$ cat config.mk
export PLATFORM = sky130hd
export DESIGN_NAME = uart_tx
export DESIGN_NICKNAME = d
export VERILOG_FILES = /design/src/rtl/uart_tx.sv
export SDC_FILE = /design/constraint.sdc
export NUM_CORES = 1
export LEC_CHECK = 0
export ABC_AREA = 1
export CAP_MARGIN = 20
export CORE_MARGIN = 2
export CORE_UTILIZATION = 47
export DETAILED_ROUTE_END_ITERATION = 8
export PLACE_DENSITY = 0.78
export SLEW_MARGIN = 10
export SYNTH_ARGS = -nofsm -noshare
export SYNTH_HDL_FRONTEND = slang
export SYNTH_SLANG_ARGS = --single-unit
$ cat constraint.sdc
create_clock -name clk -period 2.7 [get_ports clk]
set_input_delay 0.81 -clock clk [delete_from_list [all_inputs] [get_ports clk]]
set_output_delay 0.81 -clock clk [all_outputs]
set_load 0.005 [all_outputs]
$ cat src/rtl/uart_tx.sv
// uart_tx: UART transmitter with start bit, 8 data bits (LSB first), optional parity and 1 or 2 stop bits
module uart_tx #(
  parameter int CLKS_PER_BIT = 16
) (
  input  logic       clk,
  input  logic       rst,
  input  logic [7:0] in,
  input  logic       valid_in,
  output logic       ready_in,
  input  logic       c_valid,
  input  logic [3:0] c_addr,
  input  logic [7:0] c_data,
  output logic       c_ready,
  output logic       out,
  output logic       busy,
  output logic       done
);
  typedef enum logic [2:0] {IDLE, START, DATA, PARITY, STOP} state_t;
  localparam logic [11:0] RELOAD = 12'(CLKS_PER_BIT - 1);
  state_t state, nxt;
  logic [11:0] cnt;
  logic [2:0] idx;
  logic [7:0] data;
  logic par_bit, par_en, two_stop, cfg_stop2;
  logic [1:0] cfg_par, eff_par;
  logic eff_stop2, tick, acc, cfg_wr;
  assign tick = cnt == 12'd0;
  assign acc = valid_in && ready_in;
  assign cfg_wr = c_valid && c_ready;
  // a config write in the accepting cycle must shape the frame being accepted
  assign eff_par = (cfg_wr && c_addr == 4'b0101) ? c_data[1:0] : cfg_par;
  assign eff_stop2 = (cfg_wr && c_addr == 4'b0110) ? c_data[0] : cfg_stop2;
  // state register
  always_ff @(posedge clk) begin
    if (rst) state <= IDLE;
    else state <= nxt;
  end
  // next-state logic
  always_comb begin
    nxt = state;
    case (state)
      IDLE:    nxt = acc ? START : IDLE;
      START:   nxt = tick ? DATA : START;
      DATA:    nxt = (tick && idx == 3'd7) ? (par_en ? PARITY : STOP) : DATA;
      PARITY:  nxt = tick ? STOP : PARITY;
      STOP:    nxt = (tick && idx == {2'b00, two_stop}) ? IDLE : STOP;
      default: nxt = IDLE;
    endcase
  end
  // outputs decoded from the current state
  always_comb begin
    out = state == START ? 1'b0 : state == DATA ? data[idx] : state == PARITY ? par_bit : 1'b1;
    busy = state != IDLE;
    ready_in = state == IDLE && !rst;
    c_ready = state == IDLE && !rst;
  end
  // bit timer and bit index; index restarts at every state change
  always_ff @(posedge clk) begin
    if (rst) begin
      cnt <= RELOAD;
      idx <= 3'd0;
      done <= 1'b0;
    end else begin
      cnt <= (state == IDLE || tick) ? RELOAD : cnt - 12'd1;
      idx <= (state != nxt) ? 3'd0 : tick ? idx + 3'd1 : idx;
      done <= state == STOP && nxt == IDLE;
    end
  end
  // latch byte and freeze frame format on acceptance
  always_ff @(posedge clk) begin
    if (rst) begin
      data <= 8'd0;
      par_bit <= 1'b0;
      par_en <= 1'b0;
      two_stop <= 1'b0;
    end else if (acc) begin
      data <= in;
      par_bit <= (^in) ^ (eff_par == 2'b10);
      par_en <= eff_par == 2'b01 || eff_par == 2'b10;
      two_stop <= eff_stop2;
    end
  end
  // configuration registers
  always_ff @(posedge clk) begin
    if (rst) begin
      cfg_par <= 2'b00;
      cfg_stop2 <= 1'b0;
    end else if (cfg_wr) begin
      if (c_addr == 4'b0101) cfg_par <= c_data[1:0];
      if (c_addr == 4'b0110) cfg_stop2 <= c_data[0];
    end
  end
endmodule

== Word level (Yosys, flattened, before mapping) ==
Index checks and enable logic that the tools add are counted.

* Flip-flop bits (word level): 33
* Input port bits: 24
* Logic and storage cells: 59

* Add/sub/neg operators: 2
* $lt $le $gt $ge: 1
* Equal/unequal tests: 11
* Muxes and demuxes: 14
* Bitwise operators: 1
* Reductions and logical operators: 20

{| class="wikitable"
|+ Operators with widths
! kind !! number
|-
| case mux 3 bit (5 select lines) || 1
|-
| zero test 12 bit || 1
|-
| 2-to-1 mux 3 bit || 4
|-
| subtractor 12 x 1 -> 12 bit, second input constant || 1
|-
| == test 4 x 3 -> 1 bit, second input constant || 2
|-
| logical AND 1 bit || 8
|-
| parity 8 bit || 1
|-
| == test 3 x 2 -> 1 bit, second input constant || 2
|-
| == test 3 bit, second input constant || 2
|-
| zero test 3 bit || 2
|-
| 2-to-1 mux 1 bit || 6
|-
| less-than comparator 3 x 4 -> 1 bit, second input constant || 1
|-
| 2-to-1 mux 2 bit || 2
|-
| AND reduction 2 bit || 2
|-
| OR reduction 2 bit || 2
|-
| adder 3 x 1 -> 3 bit, second input constant || 1
|-
| binary-select mux 1 bit (select 3 bit) || 1
|-
| == test 3 x 1 -> 1 bit || 1
|-
| == test 3 x 1 -> 1 bit, second input constant || 1
|-
| inequality test 3 bit || 1
|-
| nonzero test 3 bit || 1
|-
| == test 2 x 1 -> 1 bit, second input constant || 1
|-
| == test 2 bit, second input constant || 1
|-
| logical OR 1 bit || 2
|-
| 2 further kinds || 2
|}

== Longest topological paths before layout ==
* Word-level depth: 7
* Mapped depth: 14
* Mapped depth without buffers: 14

== Worst setup path after synthesis ==
OpenSTA, ideal clock, no wires.

* Path kind: input -> register
* From: in rst
* To: reg par_bit
* Setup time: 135 ps
* Arrival time: 2,523 ps
* Required time: 2,565 ps
* Setup slack: 42 ps
* Cell stages on the path: 13
* Buffers on the path: 1
* Cells stage by stage: clkbuf_1 -> nor3b_2 -> nand3_1 -> mux2i_1 -> inv_1 -> ha_1 -> xnor2_1 -> xor2_1 -> or2_2 -> nand2_1 -> nand2_1 -> nand3_1 -> a21oi_1

* Cells in the longest elaborated chain, start to end: 7
* Elaborated cells between the ends (all ways): 8

{| class="wikitable"
|+ Ends and longest elaborated chain
! what !! RTL line !! RTL
|-
| start: declaration || 6 || <nowiki>input logic rst,</nowiki>
|-
| zero test 1 bit || 54, 55 ||
|-
| logical AND 1 bit || 54, 55 ||
|-
| logical AND 1 bit || 29 || <nowiki>assign cfg_wr = c_valid && c_ready;</nowiki>
|-
| logical AND 1 bit || 31 || <nowiki>assign eff_par = (cfg_wr && c_addr == 4'b0101) ? c_data[1:0] : cfg_par;</nowiki>
|-
| 2-to-1 mux 2 bit || 31 ||
|-
| == test 2 bit || 78 || <nowiki>par_bit <= (^in) ^ (eff_par == 2'b10);</nowiki>
|-
| XOR 1 bit || 78 ||
|-
| end signal: assignment || 78 ||
|-
| end: declaration || 24 || <nowiki>logic par_bit, par_en, two_stop, cfg_stop2;</nowiki>
|}

Parallel ways exist; a longest one is shown, timed or not.
A chain may end at the register's enable or synchronous reset.

== Worst setup path in the final report ==
* From: in rst
* To: out ready_in

* Cells in the longest elaborated chain, start to end: 2

{| class="wikitable"
|+ Ends and longest elaborated chain
! what !! RTL line !! RTL
|-
| zero test 1 bit || 54 || <nowiki>ready_in = state == IDLE && !rst;</nowiki>
|-
| logical AND 1 bit || 54 ||
|-
| end: declaration || 9 || <nowiki>output logic ready_in,</nowiki>
|}

Every way passes these cells.

==> run_results.csv <==
group,metric,value,unit
outcome,status,"finished clean",
timing,max_freq,380,MHz
setup_path,r2r_slack,0.40,ns
place,portBuffers,22,
detailed_routing,first_pass_iters,4,
run,max_cap_viol_count,0,
synth,synth_xor_area_frac,0.0495,
power,power_density,460,nW/um^2
setup_path,end_kind,"primary output",
floorplan,die_y,65.3,um
floorplan,start_util,0.487,
clocking,numClockSinks,33,
clocking,cts_tree,"built",
timing,hold_violations,0,
synth,synth_edf_count,0,
worst_hold_path,hold_end,"cnt[0]",
timing,fin_crit_sh,0.975,
grt,grt_max_degree,14,
grt,grt_pass1_wl,5980,um
floorplan,die_w,65.3,um
detailed_routing,wire_per_inst,10.5,um
setup_path,start_kind,"primary input",
detailed_routing,vias,1558,
synth,ys_types,32,
synth,synth.yosys.seq_area_share,0.374,
finish,final_cells,320,
finish,nets,301,
grt,antenna_found_initial,0,
setup_path,crit_required,1.89,ns
finish,fillers,342,
synth,synth_area,1770,sq um
synth,synth_top_family_by_area,"simple AND/OR/NAND/NOR gates",
setup_path,reg2regPathDepth,14,
detailed_routing,antenna_left,0,
synth,async_reset_ff_frac,0,
synth,yosysMostFrequentCell,"nand2_1",
floorplan,row_count,22,
floorplan,core_area,3630,sq um
place,preCtsSetupSlack,-0.324,ns
timing,whs,0.389,ns
clocking,clk_latency,0.29,ns
synth,synth-compound-area-share,0.115,
worst_hold_path,min_from,"cnt[0]",
synth,synthCells,244,
clocking,clock_path_buffers,2,
clocking,path_clk_slew,0.06,ns
finish,fin_util,0.599,
grt,grt_overflow_total,0,
power,p_leak,0.937,nW
synth,syn_nets,273,
synth,synth_area_leaders,"dfxtp_1 37%, nand2_1 8.3%, inv_1 6.8%",
worst_hold_path,hold_class,"reg -> reg",
timing,rsz0062_at_grt,"true",
detailed_routing,vias_per_cell,4.87,
timing,maxSlewViolCount,0,
power,power.total,0.00100,W
synth,yosysWarnings,0,
synth,synth_common_cells,"39 x nand2_1, 33 x dfxtp_1, 32 x inv_1",
power,ir_worst_vdd,0.000347,V
timing,finalCriticalPeriod,2.63,ns
grt,grt_pass1_vias,1423,
clocking,htreeDepth,2,
synth,yosys.area_share.simple,0.323,
setup_path,worst-path-max-fanout,3,
grt,gr-usage-all-layers,0.181,
floorplan,die_area,4270,sq um
clocking,clock-root-buffer,"clkbuf_8",
finish,antenna_cells,0,
detailed_routing,drc,0,
worst_hold_path,holdPathStages,1,
synth,syn_avg_cell_area,7.25,sq um
timing,setup_viol_count_final,0,
synth,synth_ff_type,"dfxtp_1",
synth,synth_seq_cells,33,
place,dp_cells,311,
finish,regArea,663,sq um
finish,drive_gt1_frac,0.140,
detailed_routing,drt-total-wl,3370,um
place,routabilityCongestion,0.912,
setup_path,worst-setup-path-type,"in -> out",
synth,synth-adder-area-share,0.0354,
setup_path,r2r-end,"par_bit",
synth,synth_mux_area_frac,0.0113,
detailed_routing,drt-initial-drc-count,56,
synth,yosysTopAreaCell,"dfxtp_1",
timing,setup_slack,0.0682,ns
floorplan,pin_count,29,
finish,area_growth,23.1,%
place,hpwl,2610,um
timing,slew_headroom,0.703,
synth,synth_top_area_share,0.374,
setup_path,rr_startpoint,"state[0]",
clocking,cts_buffers,5,
setup_path,arrival,1.82,ns
timing,finalClockSkew,0.00314,ns
finish,multiInputGateArea,975,sq um
timing,worstMarginPinSlew,0.443,ns
[report_power, final]
group / leakage [nW] / switching [W] / internal, W / total (W)
clock: 0.0443 / 0.000169 / 0.000202 / 0.000371
sequential: 0.269 / 0.00000646 / 0.000501 / 0.000507
combinational: 0.624 / 0.0000599 / 0.0000621 / 0.000122
[area by class of cell]
cell class / count / area share
Tap cell: 48 / 0.0276
Multi-Input combinational cell: 169 / 0.448
Timing Repair Buffer: 26 / 0.117
Clock buffer: 7 / 0.0397
Sequential cell: 33 / 0.305
Inverter: 37 / 0.0638
[cells by family after synthesis]
| family | after synthesis |
|---|---|
| xor+xnor | 10 |
| simple gates | 113 |
| buf+inv | 42 |
| flops | 33 |
| compound gates | 39 |
| fa+ha+maj | 5 |
| mux | 2 |
[critical path: stages]
cell and delay, ns:
dlygate4sd2_1 0.27, buf_6 0.13, nor2_4 0.10, clkdlybuf4s50_1 0.50
[state kept, by name, indices dropped and copies added, names as in the netlist, 2 cells and up]
signal and count:
cnt 12, data 8, idx 3, state 3, cfg_par 2
[layer usage]
| layer | global-route usage | share of wire | vias to the layer above | wire length, um |
|---|---|---|---|---|
| met1 | 0.223 | 0.46 | 687 | 1560 |
| met4 | 0.0833 | 0.020 | 0 | 68 |
| met3 | 0.0462 | 0.026 | 7 | 89 |
| met5 | 0 | 0 | - | 0 |
| li1 | - | - | 845 | - |
| met2 | 0.297 | 0.49 | 19 | 1650 |
[what timing repair did]
action | CTS | global route
hold buffers | 0 | 0
buffers inserted | 1 | 1
pin swaps | 0 | 1
resized for setup | 7 | 6
endpoints found under the setup margin | 4 | 2
[how the worst max path moves through the flow]
stage | startpoint | endpoint | slack, ns | cells past startpoint
after floorplan | rst | par_bit | 0.04 | 13
after global placement | rst | par_bit | -0.30 | 13
after detailed placement | rst | par_bit | -0.32 | 13
after CTS | c_valid | par_bit | 0.02 | 13
after global routing | c_valid | par_bit | -0.07 | 13
final | rst | ready_in | 0.07 | 4
[through the flow]
step	cell area [sq um]	setup TNS [ns]
3_3_place_gp	2040	-0.696
2_1_floorplan	1770	0
5_1_grt	2180	-0.0739
3_5_place_dp	2040	-0.743
4_1_cts	2150	0
6_report	2180	0
[placed cells by master, fill, tap and decap left out]
cell	synthesis	layout
nor2_8	1	1
nor4_1	1	1
a31oi_1	2	2
dfxtp_1	33	31
nand4_1	6	6
dlygate4sd2_1	0	2
or2_2	2	1
nor2_2	4	4
clkbuf_8	0	6
xnor2_2	0	1
inv_1	32	32
nand3b_1	1	1
dlymetal6s2s_1	0	1
nor2_4	2	3
inv_2	5	5
xor2_1	3	3
buf_4	1	3
o31ai_1	1	1
nor3_1	4	4
ha_2	0	1
dfxtp_2	0	2
nand2_2	2	2
ha_1	5	4
a21oi_1	17	17
nor3b_4	0	1
nor2_1	28	27
o21ai_1	2	2
clkdlybuf4s50_1	0	19
nand3_2	3	4
clkbuf_1	2	1
nand3_4	1	1
o21ai_0	16	16
xnor2_1	7	6
nand2_1	39	39
nor3_2	1	1
a22oi_1	1	1
buf_6	0	1
or2_4	0	1
nand3_1	17	16
mux2i_1	2	2
Power figures use the tool's default switching activity.
